File: config.mk
export PLATFORM = sky130hd
export DESIGN_NAME = bus_timer
export DESIGN_NICKNAME = d
export VERILOG_FILES = /design/src/rtl/bus_timer_pkg.sv /design/src/rtl/bus_slave_ctrl.sv /design/src/rtl/bus_timer.sv
export SDC_FILE = /design/constraint.sdc
export NUM_CORES = 1
export LEC_CHECK = 0
export ABC_CLOCK_PERIOD_IN_PS = 2060
export CELL_PAD_IN_SITES_DETAIL_PLACEMENT = 1
export CELL_PAD_IN_SITES_GLOBAL_PLACEMENT = 1
export CORE_MARGIN = 2
export CORE_UTILIZATION = 38
export CTS_BUF_LIST = sky130_fd_sc_hd__clkbuf_8
export DETAILED_ROUTE_END_ITERATION = 7
export GPL_TIMING_DRIVEN = 0
export PLACE_DENSITY = 0.76
export SETUP_SLACK_MARGIN = 0.02
export SLEW_MARGIN = 15
export SYNTH_ARGS = -nofsm -noshare
export SYNTH_HDL_FRONTEND = slang
export SYNTH_SLANG_ARGS = --single-unit
File: constraint.sdc
create_clock -name clk -period 2.06 [get_ports clk]
set_input_delay 0.309 -clock clk [delete_from_list [all_inputs] [get_ports clk]]
set_output_delay 0.309 -clock clk [all_outputs]
set_load 0.005 [all_outputs]
File: src/rtl/bus_timer_pkg.sv
// Shared bus-slave handshake and timer register definitions for bus_timer.
// Imported by the reusable slave controller and by the timer core.
package bus_timer_pkg;

    localparam int WORD_DATA_W       = 32;
    localparam int BUS_SLAVE_STATE_BUS = 2;

    typedef enum logic [BUS_SLAVE_STATE_BUS-1:0] {
        BUS_SLAVE_STATE_IDLE = 2'd0,
        BUS_SLAVE_STATE_WAIT = 2'd1,
        BUS_SLAVE_STATE_RESP = 2'd2
    } bus_slave_state_e;

    localparam logic READ  = 1'b1;
    localparam logic WRITE = 1'b0;

    localparam logic [1:0] TIMER_ADDR_CTRL    = 2'd0;
    localparam logic [1:0] TIMER_ADDR_INTR    = 2'd1;
    localparam logic [1:0] TIMER_ADDR_EXPIRE  = 2'd2;
    localparam logic [1:0] TIMER_ADDR_COUNTER = 2'd3;

    localparam int TIMER_START_LOC    = 0;
    localparam int TIMER_PERIODIC_LOC = 1;
    localparam int TIMER_IRQ_LOC      = 0;

endpackage

File: src/rtl/bus_slave_ctrl.sv
// Bus slave handshake: latches a chip-selected access, optional wait states (BUS_TIMER_WAIT_EN),
// one-cycle registered BusRdy_/read data; strobes the latched write on the cycle that ends RESP.
module bus_slave_ctrl
    import bus_timer_pkg::*;
`ifdef BUS_TIMER_WAIT_EN
#(
    parameter int WAIT_STATES = 0
)
`endif
(
    input  logic                   clk,
    input  logic                   reset,
    input  logic                   cs_n_i,
    input  logic                   as_n_i,
    input  logic [1:0]             addr_i,
    input  logic                   rw_i,
    input  logic [WORD_DATA_W-1:0] wr_data_i,
    input  logic [WORD_DATA_W-1:0] rd_data_i,
    output logic [1:0]             rd_idx_o,
    output logic                   wr_stb_o,
    output logic [1:0]             idx_o,
    output logic [WORD_DATA_W-1:0] wr_data_o,
    output logic                   rdy_n_o,
    output logic [WORD_DATA_W-1:0] rd_data_o
);

    bus_slave_state_e       state_q, state_d;
    logic [1:0]             idx_q, idx_d;
    logic                   rw_q, rw_d;
    logic [WORD_DATA_W-1:0] wdata_q, wdata_d;
    logic                   rdy_n_q, rdy_n_d;
    logic [WORD_DATA_W-1:0] rdata_q, rdata_d;
    logic                   req;

`ifdef BUS_TIMER_WAIT_EN
    localparam int WAIT_CNT_W = (WAIT_STATES > 0) ? $clog2(WAIT_STATES + 1) : 1;
    logic [WAIT_CNT_W-1:0] wait_q, wait_d;
`endif

    assign req = !cs_n_i && !as_n_i;

    always_comb begin
        state_d = state_q;
        idx_d   = idx_q;
        rw_d    = rw_q;
        wdata_d = wdata_q;
`ifdef BUS_TIMER_WAIT_EN
        wait_d  = wait_q;
`endif
        case (state_q)
            BUS_SLAVE_STATE_IDLE: begin
                if (req) begin
                    idx_d   = addr_i;
                    rw_d    = rw_i;
                    wdata_d = wr_data_i;
                    state_d = BUS_SLAVE_STATE_RESP;
`ifdef BUS_TIMER_WAIT_EN
                    if (WAIT_STATES > 0) begin
                        state_d = BUS_SLAVE_STATE_WAIT;
                        wait_d  = WAIT_CNT_W'(WAIT_STATES);
                    end
`endif
                end
            end
`ifdef BUS_TIMER_WAIT_EN
            BUS_SLAVE_STATE_WAIT: begin
                wait_d = wait_q - 1'b1;
                if (wait_q == WAIT_CNT_W'(1)) state_d = BUS_SLAVE_STATE_RESP;
            end
`endif
            BUS_SLAVE_STATE_RESP: state_d = BUS_SLAVE_STATE_IDLE;
            default:              state_d = BUS_SLAVE_STATE_IDLE;
        endcase
    end

    // Read data is captured on the edge entering RESP, so with no wait
    // states the index comes straight from the bus.
    assign rd_idx_o = (state_q == BUS_SLAVE_STATE_IDLE) ? addr_i : idx_q;
    assign rdy_n_d  = (state_d != BUS_SLAVE_STATE_RESP);
    assign rdata_d  = (state_d == BUS_SLAVE_STATE_RESP) ? rd_data_i : '0;

    always_ff @(posedge clk) begin
        if (reset) begin
            state_q <= BUS_SLAVE_STATE_IDLE;
            idx_q   <= '0;
            rw_q    <= READ;
            wdata_q <= '0;
            rdy_n_q <= 1'b1;
            rdata_q <= '0;
`ifdef BUS_TIMER_WAIT_EN
            wait_q  <= '0;
`endif
        end else begin
            state_q <= state_d;
            idx_q   <= idx_d;
            rw_q    <= rw_d;
            wdata_q <= wdata_d;
            rdy_n_q <= rdy_n_d;
            rdata_q <= rdata_d;
`ifdef BUS_TIMER_WAIT_EN
            wait_q  <= wait_d;
`endif
        end
    end

    assign wr_stb_o  = (state_q == BUS_SLAVE_STATE_RESP) && (rw_q == WRITE);
    assign idx_o     = idx_q;
    assign wr_data_o = wdata_q;
    assign rdy_n_o   = rdy_n_q;
    assign rd_data_o = rdata_q;

endmodule

File: src/rtl/bus_timer.sv
// Memory-mapped 32-bit interval timer with level Irq; BUS_TIMER_WAIT_EN adds WAIT_STATES wait cycles.
// BusRdy_ low for one cycle at 1 (+WAIT_STATES) cycles after BusAs_; accesses during a transaction are ignored.
module bus_timer
    import bus_timer_pkg::*;
#(
    parameter int WAIT_STATES = 0
) (
    input  logic                   clk,
    input  logic                   reset,
    input  logic                   BusCs_,
    input  logic                   BusAs_,
    input  logic [1:0]             BusAddr,
    input  logic                   BusRW,
    input  logic [WORD_DATA_W-1:0] BusWrData,
    output logic [WORD_DATA_W-1:0] BusRdData,
    output logic                   BusRdy_,
    output logic                   Irq
);

    logic [1:0]             rd_idx, wr_idx;
    logic                   wr_stb;
    logic [WORD_DATA_W-1:0] wr_dat, rd_dat;

    logic                   start_q, start_d, periodic_q, periodic_d, irq_q, irq_d;
    logic [WORD_DATA_W-1:0] expire_q, expire_d, counter_q, counter_d;
    logic                   expired;

    if (WAIT_STATES < 0) begin : g_bad_wait_states
        $error("bus_timer: WAIT_STATES must be non-negative");
    end

`ifdef BUS_TIMER_WAIT_EN
    bus_slave_ctrl #(.WAIT_STATES(WAIT_STATES)) u_slave (
`else
    bus_slave_ctrl u_slave (
`endif
        .clk       (clk),
        .reset     (reset),
        .cs_n_i    (BusCs_),
        .as_n_i    (BusAs_),
        .addr_i    (BusAddr),
        .rw_i      (BusRW),
        .wr_data_i (BusWrData),
        .rd_data_i (rd_dat),
        .rd_idx_o  (rd_idx),
        .wr_stb_o  (wr_stb),
        .idx_o     (wr_idx),
        .wr_data_o (wr_dat),
        .rdy_n_o   (BusRdy_),
        .rd_data_o (BusRdData)
    );

    assign expired = start_q && (counter_q == expire_q);

    // Bus writes are applied last so they override the counter's own update;
    // an expiry still beats an INTR clear on the same edge.
    always_comb begin
        start_d    = start_q;
        periodic_d = periodic_q;
        irq_d      = irq_q;
        expire_d   = expire_q;
        counter_d  = counter_q;
        if (start_q) counter_d = expired ? '0 : counter_q + 1'b1;
        if (expired) begin
            irq_d = 1'b1;
            if (!periodic_q) start_d = 1'b0;
        end
        if (wr_stb) begin
            case (wr_idx)
                TIMER_ADDR_CTRL: begin
                    start_d    = wr_dat[TIMER_START_LOC];
                    periodic_d = wr_dat[TIMER_PERIODIC_LOC];
                end
                TIMER_ADDR_INTR:    if (!wr_dat[TIMER_IRQ_LOC] && !expired) irq_d = 1'b0;
                TIMER_ADDR_EXPIRE:  expire_d  = wr_dat;
                TIMER_ADDR_COUNTER: counter_d = wr_dat;
                default: ;
            endcase
        end
    end

    always_comb begin
        rd_dat = '0;
        case (rd_idx)
            TIMER_ADDR_CTRL: begin
                rd_dat[TIMER_START_LOC]    = start_q;
                rd_dat[TIMER_PERIODIC_LOC] = periodic_q;
            end
            TIMER_ADDR_INTR:    rd_dat[TIMER_IRQ_LOC] = irq_q;
            TIMER_ADDR_EXPIRE:  rd_dat = expire_q;
            TIMER_ADDR_COUNTER: rd_dat = counter_q;
            default: ;
        endcase
    end

    always_ff @(posedge clk) begin
        if (reset) begin
            start_q    <= 1'b0;
            periodic_q <= 1'b0;
            irq_q      <= 1'b0;
            expire_q   <= '0;
            counter_q  <= '0;
        end else begin
            start_q    <= start_d;
            periodic_q <= periodic_d;
            irq_q      <= irq_d;
            expire_q   <= expire_d;
            counter_q  <= counter_d;
        end
    end

    assign Irq = irq_q;

endmodule

==> results by group <==
STA
  – Final WS setup: -0.113 ns
  – Min Hold Slack: 0.375 ns
  – RSZ-0062 raised after global routing: yes
  – Crit path time final: 2.17 ns
  – Final Max Tran Viols: 0
  – Headroom to the max-slew limit: 47.8%
  – Max Fclk: 0.460 GHz
  – Clock Skews: 0.0152 ns
  – Measured slew at the worst slew-check pin: 0.784 ns
  – Final hold violations: 0
  – Fin crit share: 106%
  – Final setup vio count: 29

Worst setup path
  – CP required: 2.40 ns
  – Crit-path leading delay family: simple AND/OR/NAND/NOR gates
  – Critical path capture point type: flop
  – Crit path DAT: 2.51 ns
  – CP max-delay cell: dfxtp_1
  – Critical Path, Cell by Cell: xnor2_4, nand4_1, or4_4, nor4_4, buf_6, mux2i_1, a211oi_2
  – Crit path max fanout: 5
  – Startpoint Class: flop
  – Worst path max stage delay: 0.46 ns
  – Crit Path Class: flop to flop
  – CP bufs+invs: 1

Status
  – Failing checks: negative setup slack
  – Status: finished, violations left

Logic synthesis
  – Adder-cell share of the synthesized area: 0.219%
  – Syn_nets: 753
  – XOR/XNOR Fraction of Synth Area: 9.65%
  – Synth top area share: 48.1%
  – Syn Inst Count: 713
  – Post-synth EDFFs: 0
  – Synth cell types: 39
  – Synthesized cell area: 5700 sq um
  – Post-synthesis simple-gate area fraction: 25.1%
  – Syn Area/Cell: 8.00 sq um
  – Ys flop type: dfxtp_1
  – Largest family of logic cells by synthesized area: simple AND/OR/NAND/NOR gates
  – Synth warn: 0
  – Yosys reg bits: 137
  – Asr flop ratio synth: 0%
  – Compound-Gate Fraction of Synth Area: 12.0%
  – Post-synthesis sequential area ratio: 48.1%
  – Cell taking the most area after synthesis: dfxtp_1
  – Top post-synthesis cells by area: dfxtp_1, nand2_1, a21oi_1
  – Post-synthesis mux area share: 1.29%

Global route
  – Initial antenna violation count: 0
  – Gr ovfl total: 0
  – Pin count of the biggest net entering global routing: 17
  – First-pass GRT wire length: 29300 um
  – Vias in the first global route: 5510
  – Tot GR Track Use: 23.5%

Place
  – DP Area: 6670 sq um
  – # port buffers: 72
  – Worst slack at placement: -0.497 ns
  – Placed insts: 970
  – Placer congestion estimate: 0.862
  – Final HPWL DP: 12900 um

Routing
  – 1st-pass router iterations: 4
  – Via Count: 5264
  – Vias per cell: 5.21
  – Remaining antenna violation count: 0
  – Average wire per standard cell: 18.2 um
  – Initial DRC count: 322
  – Final wirelength: 18400 um
  – # DRC: 0

Layout
  – Most common cell after layout, fill and taps aside: nand2_1
  – Layout cells sized above 1: 16.5%
  – Sequential Area: 2780 sq um
  – Final core occ: 51.3%
  – Synthesis-to-layout area growth: 31.2%
  – NumNets Final: 853
  – Final instance area: 7480 sq um
  – Most frequent cells in the layout: nand2_1, dfxtp_1, a21oi_1, clkdlybuf4s50_1, xor2_1
  – Filler cells: 1718
  – Layout Cells excl Fill: 1010
  – Multi-input logic area: 3030 sq um
  – Diode count: 0

Clocking
  – Htree depth: 4
  – Register clock-pin slew on the reported worst setup and hold paths: 0.08 ns
  – Hold buffer count at cts: 0
  – Clock root cell: clkbuf_8
  – Clock sink total: 137
  – Worst-Skew Late Latency: 0.48 ns
  – Clock Tree Buf Depth: 2
  – Clock buffers created by TritonCTS: 17
  – CTS tree: yes

Floorplanning
  – I/O pin total: 73
  – Initial core utilization: 39.1%
  – Full die area: 16000 sq um
  – Chip width: 127 um
  – Core Area: 14600 sq um
  – Die Y: 127 um
  – # rows: 44

Pwr
  – Peak VDD IR: 0.000398 V
  – Total power density per cell area: 679 nW/um^2
  – LEAKAGE: 0.00253 uW

Worst hold path
  – Worst hold path class: input pin to flop

Flow run
  – Number of max-cap violations: 0
[per-stage QoR]
step / TNS (ns) / power [uW]
floorplan: 0 / 2850
global placement: -55.72 / 2980
detailed placement: -35.85 / 2990
CTS: -5.17 / 5080
global route: -2.92 / 5250
finish: -1.75 / 5080
[synthesized netlist by cell type (3+ instances only)]
cell      instances
nor2_1           13
nand2_1         243
nand3_1           9
nand3b_1          3
or3_2            11
inv_1             3
mux2i_1           4
xnor2_1          27
and4_1            3
dfxtp_1         137
nand4_1          14
and2_1            3
nor3_1            5
nor4_1            3
clkbuf_1         39
xor2_1           34
a21oi_1         110
o21ai_0          20
and3_1           10
[metal layers]
metal	track usage, %	part of all wire (%)
met1	29.8	43
met5	0	0
met2	39.7	51
met3	4.64	4.3
met4	8.73	2.4
[power by group]
part           internal, uW  switching [uW]  total [uW]  leakage (uW)
registers              2670            25.7        2690       0.00112
logic                   113             146         259       0.00122
clock network          1040            1090        2130      0.000188
[sequential cells by signal (all words and copies together), names as in the netlist, 2 cells and up]
signal / flops
u_slave.rd_data_o: 32
counter_q: 32
expire_q: 32
u_slave.wr_data_o: 32
u_slave.state_q: 2
u_slave.idx_o: 2
[worst min-delay path, stage by stage]
cell             delay [ns]
clkdlybuf4s50_1        0.39
nand2_1                0.05
a21oi_1                0.05
[final cells by class]
cell class                 count  share of cell area (%)
clock buffer                  20                    3.68
buffer                        41                    2.94
clock inverter                12                    1.35
inverter                       3                   0.151
sequential                   137                    37.1
tap                          184                    3.08
timing repair buffer          84                    11.2
multi-input combinational    529                    40.5
[cells by family (layout without fill, tap and decap cells)]
family                     Yosys count  in the layout
AOI/OAI and AO/OA                  134            134
xor gates and xnor gates            62             62
other                                1              1
adders and majority gates            1              1
DFF                                137            137
muxes                                6              6
and+or+nand+nor                    325            325
buffers and inverters               47            160
[repair_timing]
| action | CTS | global route |
|---|---|---|
| gates resized for setup | 59 | 66 |
| setup buffers | 4 | 7 |
| setup endpoints to repair | 101 | 76 |
| pin swaps | 16 | 15 |
| gates cloned | 0 | 1 |
[final timing paths]
check                              from                    end  slack, ns  depth (start not counted)
setup / recovery            expire_q[0]                start_q      -0.11                          7
hold reg to reg   u_slave.wr_data_o[17]          counter_q[17]       0.47                          2
setup reg to reg            expire_q[0]                start_q      -0.11                          7
hold / removal            BusWrData[23]  u_slave.wr_data_o[23]       0.37                          3
No activity file was read; power rests on OpenSTA's default activity.
